### src/rtl/nn_pkg.sv
// Shared types and sizing helpers for the neural-network sequencer.
package nn_pkg;

  typedef enum logic [2:0] {
    IDLE  = 3'd0,
    LOAD  = 3'd1,
    CLEAR = 3'd2,
    FEED  = 3'd3,
    STEP  = 3'd4,
    DRAIN = 3'd5
  } seq_state_t;

  localparam int DEF_LAYER_SIZE  = 3;
  localparam int DEF_LAYER_DEPTH = 2;
  localparam int DEF_BIT_SIZE    = 8;

  localparam int WEIGHTS_PER_NODE = DEF_LAYER_SIZE;

  // Address width that stays at least one bit wide for single-entry dimensions
  function automatic int addr_w(input int n);
    return (n > 1) ? $clog2(n) : 1;
  endfunction

  localparam int NODE_ADDR_W  = addr_w(DEF_LAYER_SIZE);
  localparam int LAYER_ADDR_W = addr_w(DEF_LAYER_DEPTH);

  function automatic logic [31:0] sat_inc(input logic [31:0] v);
    return (v == 32'hFFFF_FFFF) ? v : v + 32'd1;
  endfunction

endpackage

### src/rtl/nn_addr_counter.sv
// Nested word/node/layer address counter shared by the LOAD, FEED and STEP phases.
module nn_addr_counter
  import nn_pkg::*;
#(
  parameter int W_COUNT     = WEIGHTS_PER_NODE,
  parameter int NODE_COUNT  = DEF_LAYER_SIZE,
  parameter int LAYER_COUNT = DEF_LAYER_DEPTH,
  parameter int W_W         = addr_w(W_COUNT),
  parameter int NODE_W      = addr_w(NODE_COUNT),
  parameter int LAYER_W     = addr_w(LAYER_COUNT)
) (
  input  logic               clk,
  input  logic               rst,
  input  logic               clr,
  input  logic               inc_w,
  input  logic               inc_node,
  output logic [NODE_W-1:0]  node,
  output logic [LAYER_W-1:0] layer,
  output logic               w_last,
  output logic               node_last,
  output logic               layer_last
);

  logic [W_W-1:0] w_r;
  logic           node_step_s;
  logic           layer_step_s;

  assign w_last       = (w_r == W_W'(W_COUNT - 1));
  assign node_last    = (node == NODE_W'(NODE_COUNT - 1));
  assign layer_last   = (layer == LAYER_W'(LAYER_COUNT - 1));
  // inc_node advances the node directly; inc_w carries into node on word wrap
  assign node_step_s  = inc_node || (inc_w && w_last);
  assign layer_step_s = node_step_s && node_last;

  // Counter state with wrap on the last index
  always_ff @(posedge clk or negedge rst) begin
    if (!rst) begin
      w_r   <= W_W'(32'd0);
      node  <= NODE_W'(32'd0);
      layer <= LAYER_W'(32'd0);
    end else if (clr) begin
      w_r   <= W_W'(32'd0);
      node  <= NODE_W'(32'd0);
      layer <= LAYER_W'(32'd0);
    end else begin
      if (inc_w) begin
        w_r <= w_last ? W_W'(32'd0) : w_r + W_W'(32'd1);
      end else begin
        w_r <= w_r;
      end
      if (node_step_s) begin
        node <= node_last ? NODE_W'(32'd0) : node + NODE_W'(32'd1);
      end else begin
        node <= node;
      end
      if (layer_step_s) begin
        layer <= layer_last ? LAYER_W'(32'd0) : layer + LAYER_W'(32'd1);
      end else begin
        layer <= layer;
      end
    end
  end

endmodule

### src/rtl/nn_sequencer.sv
// Host command/data sequencer driving neural_network weight loads and inference.
// Optional cycle counter output perf_cycles is built when NN_SEQ_PERF_EN is defined.
module nn_sequencer
  import nn_pkg::*;
#(
  parameter int LAYER_SIZE  = DEF_LAYER_SIZE,
  parameter int LAYER_DEPTH = DEF_LAYER_DEPTH,
  parameter int BIT_SIZE    = DEF_BIT_SIZE
) (
  input  logic                             clk,
  input  logic                             rst,
  input  logic                             cmd_valid,
  output logic                             cmd_ready,
  input  logic                             cmd_load,
  input  logic                             s_valid,
  output logic                             s_ready,
  input  logic [BIT_SIZE-1:0]              s_data,
  output logic                             nn_write_enable,
  output logic                             nn_input_select,
  output logic                             nn_clear,
  output logic [addr_w(LAYER_DEPTH)-1:0]   nn_layer,
  output logic [addr_w(LAYER_SIZE)-1:0]    nn_node,
  output logic [BIT_SIZE-1:0]              nn_data_in,
  input  logic [BIT_SIZE-1:0]              nn_y,
  output logic                             r_valid,
  input  logic                             r_ready,
  output logic [BIT_SIZE-1:0]              r_data
`ifdef NN_SEQ_PERF_EN
  ,
  output logic [31:0]                      perf_cycles
`endif
);

  localparam int  NODE_W      = addr_w(LAYER_SIZE);
  localparam int  LAYER_W     = addr_w(LAYER_DEPTH);
  localparam bit  MULTI_LAYER = (LAYER_DEPTH > 1);
  localparam logic [LAYER_W-1:0] LAST_LAYER = LAYER_W'(LAYER_DEPTH - 1);

  seq_state_t         state_r;
  seq_state_t         state_nxt_s;
  logic               cnt_clr_s;
  logic               cnt_inc_w_s;
  logic               cnt_inc_node_s;
  logic [NODE_W-1:0]  cnt_node_s;
  logic [LAYER_W-1:0] cnt_layer_s;
  logic               w_last_s;
  logic               node_last_s;
  logic               layer_last_s;
  logic               r_fire_s;
  logic               done_s;

  assign r_fire_s = r_valid && r_ready;
  assign done_s   = (state_r == DRAIN) && r_fire_s && node_last_s;

  nn_addr_counter #(
    .W_COUNT     (LAYER_SIZE),
    .NODE_COUNT  (LAYER_SIZE),
    .LAYER_COUNT (LAYER_DEPTH)
  ) u_addr (
    .clk        (clk),
    .rst        (rst),
    .clr        (cnt_clr_s),
    .inc_w      (cnt_inc_w_s),
    .inc_node   (cnt_inc_node_s),
    .node       (cnt_node_s),
    .layer      (cnt_layer_s),
    .w_last     (w_last_s),
    .node_last  (node_last_s),
    .layer_last (layer_last_s)
  );

  // State register
  always_ff @(posedge clk or negedge rst) begin
    if (!rst) begin
      state_r <= IDLE;
    end else begin
      state_r <= state_nxt_s;
    end
  end

  // Next-state decode
  always_comb begin
    state_nxt_s = state_r;
    case (state_r)
      IDLE: begin
        if (cmd_valid) begin
          state_nxt_s = cmd_load ? LOAD : CLEAR;
        end else begin
          state_nxt_s = IDLE;
        end
      end
      LOAD: begin
        if (s_valid && w_last_s && node_last_s && layer_last_s) begin
          state_nxt_s = IDLE;
        end else begin
          state_nxt_s = LOAD;
        end
      end
      CLEAR: state_nxt_s = FEED;
      FEED: begin
        if (s_valid && node_last_s) begin
          state_nxt_s = MULTI_LAYER ? STEP : DRAIN;
        end else begin
          state_nxt_s = FEED;
        end
      end
      STEP: begin
        if (node_last_s && layer_last_s) begin
          state_nxt_s = DRAIN;
        end else begin
          state_nxt_s = STEP;
        end
      end
      DRAIN: begin
        if (done_s) begin
          state_nxt_s = IDLE;
        end else begin
          state_nxt_s = DRAIN;
        end
      end
      default: state_nxt_s = IDLE;
    endcase
  end

  // Network/host strobes and counter control per state
  always_comb begin
    cmd_ready       = 1'b0;
    s_ready         = 1'b0;
    nn_write_enable = 1'b0;
    nn_input_select = 1'b0;
    nn_clear        = 1'b0;
    nn_data_in      = {BIT_SIZE{1'b0}};
    nn_node         = cnt_node_s;
    nn_layer        = cnt_layer_s;
    cnt_clr_s       = 1'b0;
    cnt_inc_w_s     = 1'b0;
    cnt_inc_node_s  = 1'b0;
    case (state_r)
      IDLE: begin
        cmd_ready = 1'b1;
        cnt_clr_s = cmd_valid;
      end
      LOAD: begin
        s_ready         = 1'b1;
        nn_write_enable = s_valid;
        cnt_inc_w_s     = s_valid;
        nn_data_in      = s_valid ? s_data : {BIT_SIZE{1'b0}};
      end
      CLEAR: begin
        nn_clear  = 1'b1;
        cnt_clr_s = 1'b1;
      end
      FEED: begin
        s_ready         = 1'b1;
        nn_input_select = 1'b1;
        cnt_inc_node_s  = s_valid;
        nn_data_in      = s_valid ? s_data : {BIT_SIZE{1'b0}};
      end
      STEP: begin
        cnt_inc_node_s = 1'b1;
      end
      DRAIN: begin
        // Results are read from the output layer; counter clears on the last word
        nn_layer = LAST_LAYER;
        if (r_fire_s) begin
          cnt_clr_s      = node_last_s;
          cnt_inc_node_s = !node_last_s;
        end else begin
          cnt_clr_s      = 1'b0;
          cnt_inc_node_s = 1'b0;
        end
      end
      default: begin
        cmd_ready = 1'b0;
      end
    endcase
  end

  // Result capture: nn_y is sampled at the edge closing the node-present cycle
  always_ff @(posedge clk or negedge rst) begin
    if (!rst) begin
      r_valid <= 1'b0;
      r_data  <= {BIT_SIZE{1'b0}};
    end else if ((state_r == DRAIN) && !r_valid) begin
      r_valid <= 1'b1;
      r_data  <= nn_y;
    end else if (r_fire_s) begin
      r_valid <= 1'b0;
      r_data  <= r_data;
    end else begin
      r_valid <= r_valid;
      r_data  <= r_data;
    end
  end

`ifdef NN_SEQ_PERF_EN
  logic [31:0] cyc_r;
  logic        busy_r;

  // Inference latency, counting both the command and final result handshake cycles
  always_ff @(posedge clk or negedge rst) begin
    if (!rst) begin
      cyc_r       <= 32'd0;
      busy_r      <= 1'b0;
      perf_cycles <= 32'd0;
    end else if ((state_r == IDLE) && cmd_valid && !cmd_load) begin
      cyc_r       <= 32'd1;
      busy_r      <= 1'b1;
      perf_cycles <= perf_cycles;
    end else if (busy_r && done_s) begin
      cyc_r       <= cyc_r;
      busy_r      <= 1'b0;
      perf_cycles <= sat_inc(cyc_r);
    end else if (busy_r) begin
      cyc_r       <= sat_inc(cyc_r);
      busy_r      <= 1'b1;
      perf_cycles <= perf_cycles;
    end else begin
      cyc_r       <= cyc_r;
      busy_r      <= busy_r;
      perf_cycles <= perf_cycles;
    end
  end
`endif

endmodule

### config.mk
export PLATFORM = sky130hd
export DESIGN_NAME = nn_sequencer
export DESIGN_NICKNAME = d
export VERILOG_FILES = /design/src/rtl/nn_pkg.sv /design/src/rtl/nn_addr_counter.sv /design/src/rtl/nn_sequencer.sv
export SDC_FILE = /design/constraint.sdc
export NUM_CORES = 1
export LEC_CHECK = 0
export CORE_MARGIN = 4
export CORE_UTILIZATION = 25
export DETAILED_ROUTE_END_ITERATION = 16
export HOLD_SLACK_MARGIN = 0.15
export PLACE_DENSITY = 0.58
export SETUP_SLACK_MARGIN = 0.1
export SLEW_MARGIN = 20
export SYNTH_ARGS = -nofsm -noshare
export SYNTH_HDL_FRONTEND = slang
export SYNTH_SLANG_ARGS = --single-unit
### constraint.sdc
create_clock -name clk -period 1.3 [get_ports clk]
set_input_delay 0.195 -clock clk [delete_from_list [all_inputs] [get_ports clk]]
set_output_delay 0.195 -clock clk [all_outputs]
set_load 0.1 [all_outputs]
==> flow_metrics.py <==
metrics = {
    "setup_path": {
        "r2r-end": "r_data[0]$_DFFE_PN0P_",
        "rrSetupSlack_ps": -160,
        "worstPathArrival_ps": 1380,
        "cp.required_ps": 1110,
        "ff2ff_path_depth": 5,
        "r2r-start": "state_r[1]$_DFF_PN0_",
        "crit_path_start_kind": "flip-flop",
        "crit_fanout": 8,
        "crit_type": "reg2out",
        "endpoint_kind": "primary output",
    },
    "cts": {
        "postCtsHoldBufs": 0,
        "cts_root_buffer": "clkbuf_8",
        "numCtsBuffers": 3,
        "cts.sinks": 17,
        "clock_latency_ps": 250,
        "cts_htree_levels": 1,
        "cts_tree": "yes",
        "cts_buffer_depth": 2,
        "path_clk_slew_ps": 70,
    },
    "routing": {
        "drt_first_iter_violations": 19,
        "firstDrtPassIters": 2,
        "routed_wl_mm": 3.03,
        "vias_per_cell": 4.69,
        "postRouteAntennaNets": 0,
        "vias": 1037,
        "drt-wirelength-per-cell_microns": 13.7,
        "drc": 0,
    },
    "global_route": {
        "antenna_found_initial": 0,
        "grt_max_degree": 18,
        "grt_pass1_wl_mm": 4.69,
        "grt_pass1_vias": 1076,
        "grtUsageTotal": 0.113,
        "grt-ovfl-total": 0,
    },
    "placed_design": {
        "dp_hpwl_mm": 2.32,
        "numPortBuffers": 46,
        "dp_worst_setup_slack_ps": -252,
        "dp_cells": 208,
        "routabilityCongestion": 0.745,
    },
    "sta": {
        "final.min_clock_period_ps": 1580,
        "rsz0062_at_grt": "true",
        "finalCritPeriodShare": 1.21,
        "relSlewSlack": 0.835,
        "fmax_ghz": 0.634,
        "setup_viol": 26,
        "drv_slew": 0,
        "skew_ps": 3.73,
        "layout_setup_ws_ps": -276,
        "holdWs_ps": 263,
        "finalHoldViolCount": 0,
        "tightest_slew_ps": 247,
    },
    "synthesis": {
        "synthCells": 96,
        "yosysSeqAreaShare": 0.424,
        "ys_seq_elements": 17,
        "synth_cell_types": 34,
        "ys_warn_count": 0,
        "syn_nets": 118,
        "netlist_area_sq_mm": 0.00100,
        "postSynthAreaPerCell_sq_um": 10.4,
    },
    "cells_and_area": {
        "drive_above_1_share": 0.618,
        "seqCellArea_sq_um": 435,
        "area_delta_synth_final_pct": 126,
        "final_core_utilization": 0.601,
        "fillCellCount": 284,
        "antennaDiodeCount": 0,
        "multi_input_area_sq_um": 709,
        "final_cells": 221,
        "finalNetCount": 196,
    },
    "power_and_ir_drop": {
        "ir_worst_vdd_mv": 1.40,
        "p_leak_nw": 0.960,
        "power_density_mw_per_mm2": 2550,
    },
    "run": {
        "maxCapViolCount": 0,
    },
    "die": {
        "io_pins": 47,
        "dieHeight_microns": 71.3,
        "start_util": 0.266,
        "fp.dieW_microns": 71.3,
        "core_region_area_sq_mm": 0.00377,
        "die-area_sq_mm": 0.00509,
        "num_rows": 22,
    },
    "run_status": {
        "status": "finished with violations",
        "violations": "setup timing",
    },
    "hold_path": {
        "hold_path.class": "in2async",
    },
}
[per-stage QoR]
| step | setup TNS [ps] | cell area, sq um | total power [mW] |
|---|---|---|---|
| floorplan | -2760 | 1100 | 3.47 |
| CTS | -5410 | 2180 | 5.68 |
| detailed placement | -3640 | 2000 | 5.04 |
| global placement | -3420 | 2000 | 4.99 |
| finish | -4940 | 2260 | 5.78 |
| global route | -6420 | 2260 | 6.00 |
[how the worst max path moves through the flow]
stage,from,endpoint,slack [ps],cells past startpoint
after global placement,s_valid,nn_data_in[6],-240,5
final,state_r[2]$_DFF_PN0_,nn_data_in[7],-280,4
after detailed placement,s_valid,nn_data_in[7],-250,5
after floorplan,state_r[0]$_DFF_PN0_,nn_input_select,-400,3
after CTS,state_r[2]$_DFF_PN0_,nn_data_in[7],-290,4
after global routing,state_r[2]$_DFF_PN0_,nn_data_in[5],-330,4
[Yosys cell counts, drive strengths merged]
cell | n | area [sq um]
mux2 | 9 | 101
a311oi | 2 | 23.8
mux2i | 2 | 20.0
buf | 4 | 32.5
o21ai | 5 | 36.3
nor2 | 8 | 46.3
a22oi | 1 | 7.51
o21a | 3 | 22.5
clkbuf | 1 | 3.75
nor3 | 6 | 35.0
a31oi | 2 | 12.5
a21oi | 3 | 15.0
dfrtp | 17 | 425
and4 | 1 | 8.76
and3b | 1 | 8.76
and2 | 10 | 62.6
nor2b | 3 | 18.8
a41o | 1 | 10.0
nand3 | 4 | 25.0
nand2b | 2 | 12.5
inv | 2 | 7.51
o221ai | 2 | 17.5
and4bb | 1 | 12.5
nand2 | 5 | 26.3
and2b | 1 | 10.0
[routing by layer]
| metal | vias up | GRT usage | share of wire |
|---|---|---|---|
| met4 | 0 | 0.0313 | 0.0023 |
| li1 | 499 | - | - |
| met1 | 491 | 0.115 | 0.39 |
| met5 | - | 0 | 0 |
| met3 | 2 | 0.0407 | 0.096 |
| met2 | 45 | 0.214 | 0.52 |
[sequential cells by signal, indices dropped and copies added, names as in the netlist]
register and cells:
u_addr.layer 1, u_addr.w_r 2, u_addr.node 2, state_r 3, r_valid 1, r_data 8
[placed cells by master (no fill, tap or decap), types with 2 or more instances in the layout]
cell type / n
buf_12: 25
buf_6: 15
nand3_1: 3
o21a_1: 3
a311oi_2: 2
inv_1: 2
nor3_2: 4
clkdlybuf4s50_1: 21
nand2b_4: 2
mux2_4: 8
a21oi_2: 2
buf_4: 17
nor2_1: 6
clkbuf_8: 3
o21ai_1: 3
mux2i_1: 2
and2_4: 10
dfrtp_4: 2
dfrtp_1: 13
nor2b_4: 2
nand2_4: 2
nand2_1: 3
dfrtp_2: 2
[where the power goes]
group | switching [mW] | internal (mW) | leakage (nW) | total [mW]
Combinational | 2.54 | 1.90 | 0.724 | 4.45
Sequential | 0.212 | 0.725 | 0.213 | 0.937
Clock | 0.177 | 0.217 | 0.0228 | 0.395
Total | 2.93 | 2.85 | 0.960 | 5.78
[cell families (layout without fill, tap and decap cells)]
| logic type | count (synthesis) | count (layout) | synth area share |
|---|---|---|---|
| compound gates | 19 | 19 | 0.145 |
| buf+inv | 7 | 84 | 0.0437 |
| flops | 17 | 17 | 0.424 |
| mux | 11 | 11 | 0.121 |
| simple gates | 42 | 42 | 0.266 |
[cell type report]
type	count	area share
repair buffers	78	0.445
multi-input cells	72	0.313
flip-flops and latches	17	0.192
well taps	48	0.0265
clock buffers	4	0.0199
inverters	2	0.00331
[what timing repair did]
action                                  in CTS  in global routing
gates resized for setup                     23                 12
pin swaps                                    9                  6
endpoints found under the setup margin      30                 32
buffers inserted                             6                  3
[worst max-delay path: stages (launching register included)]
cell and delay, ps:
dfrtp_2 430, and3b_1 250, buf_6 130, and2_4 150
buf_12 160
Power figures use the tool's default switching activity.
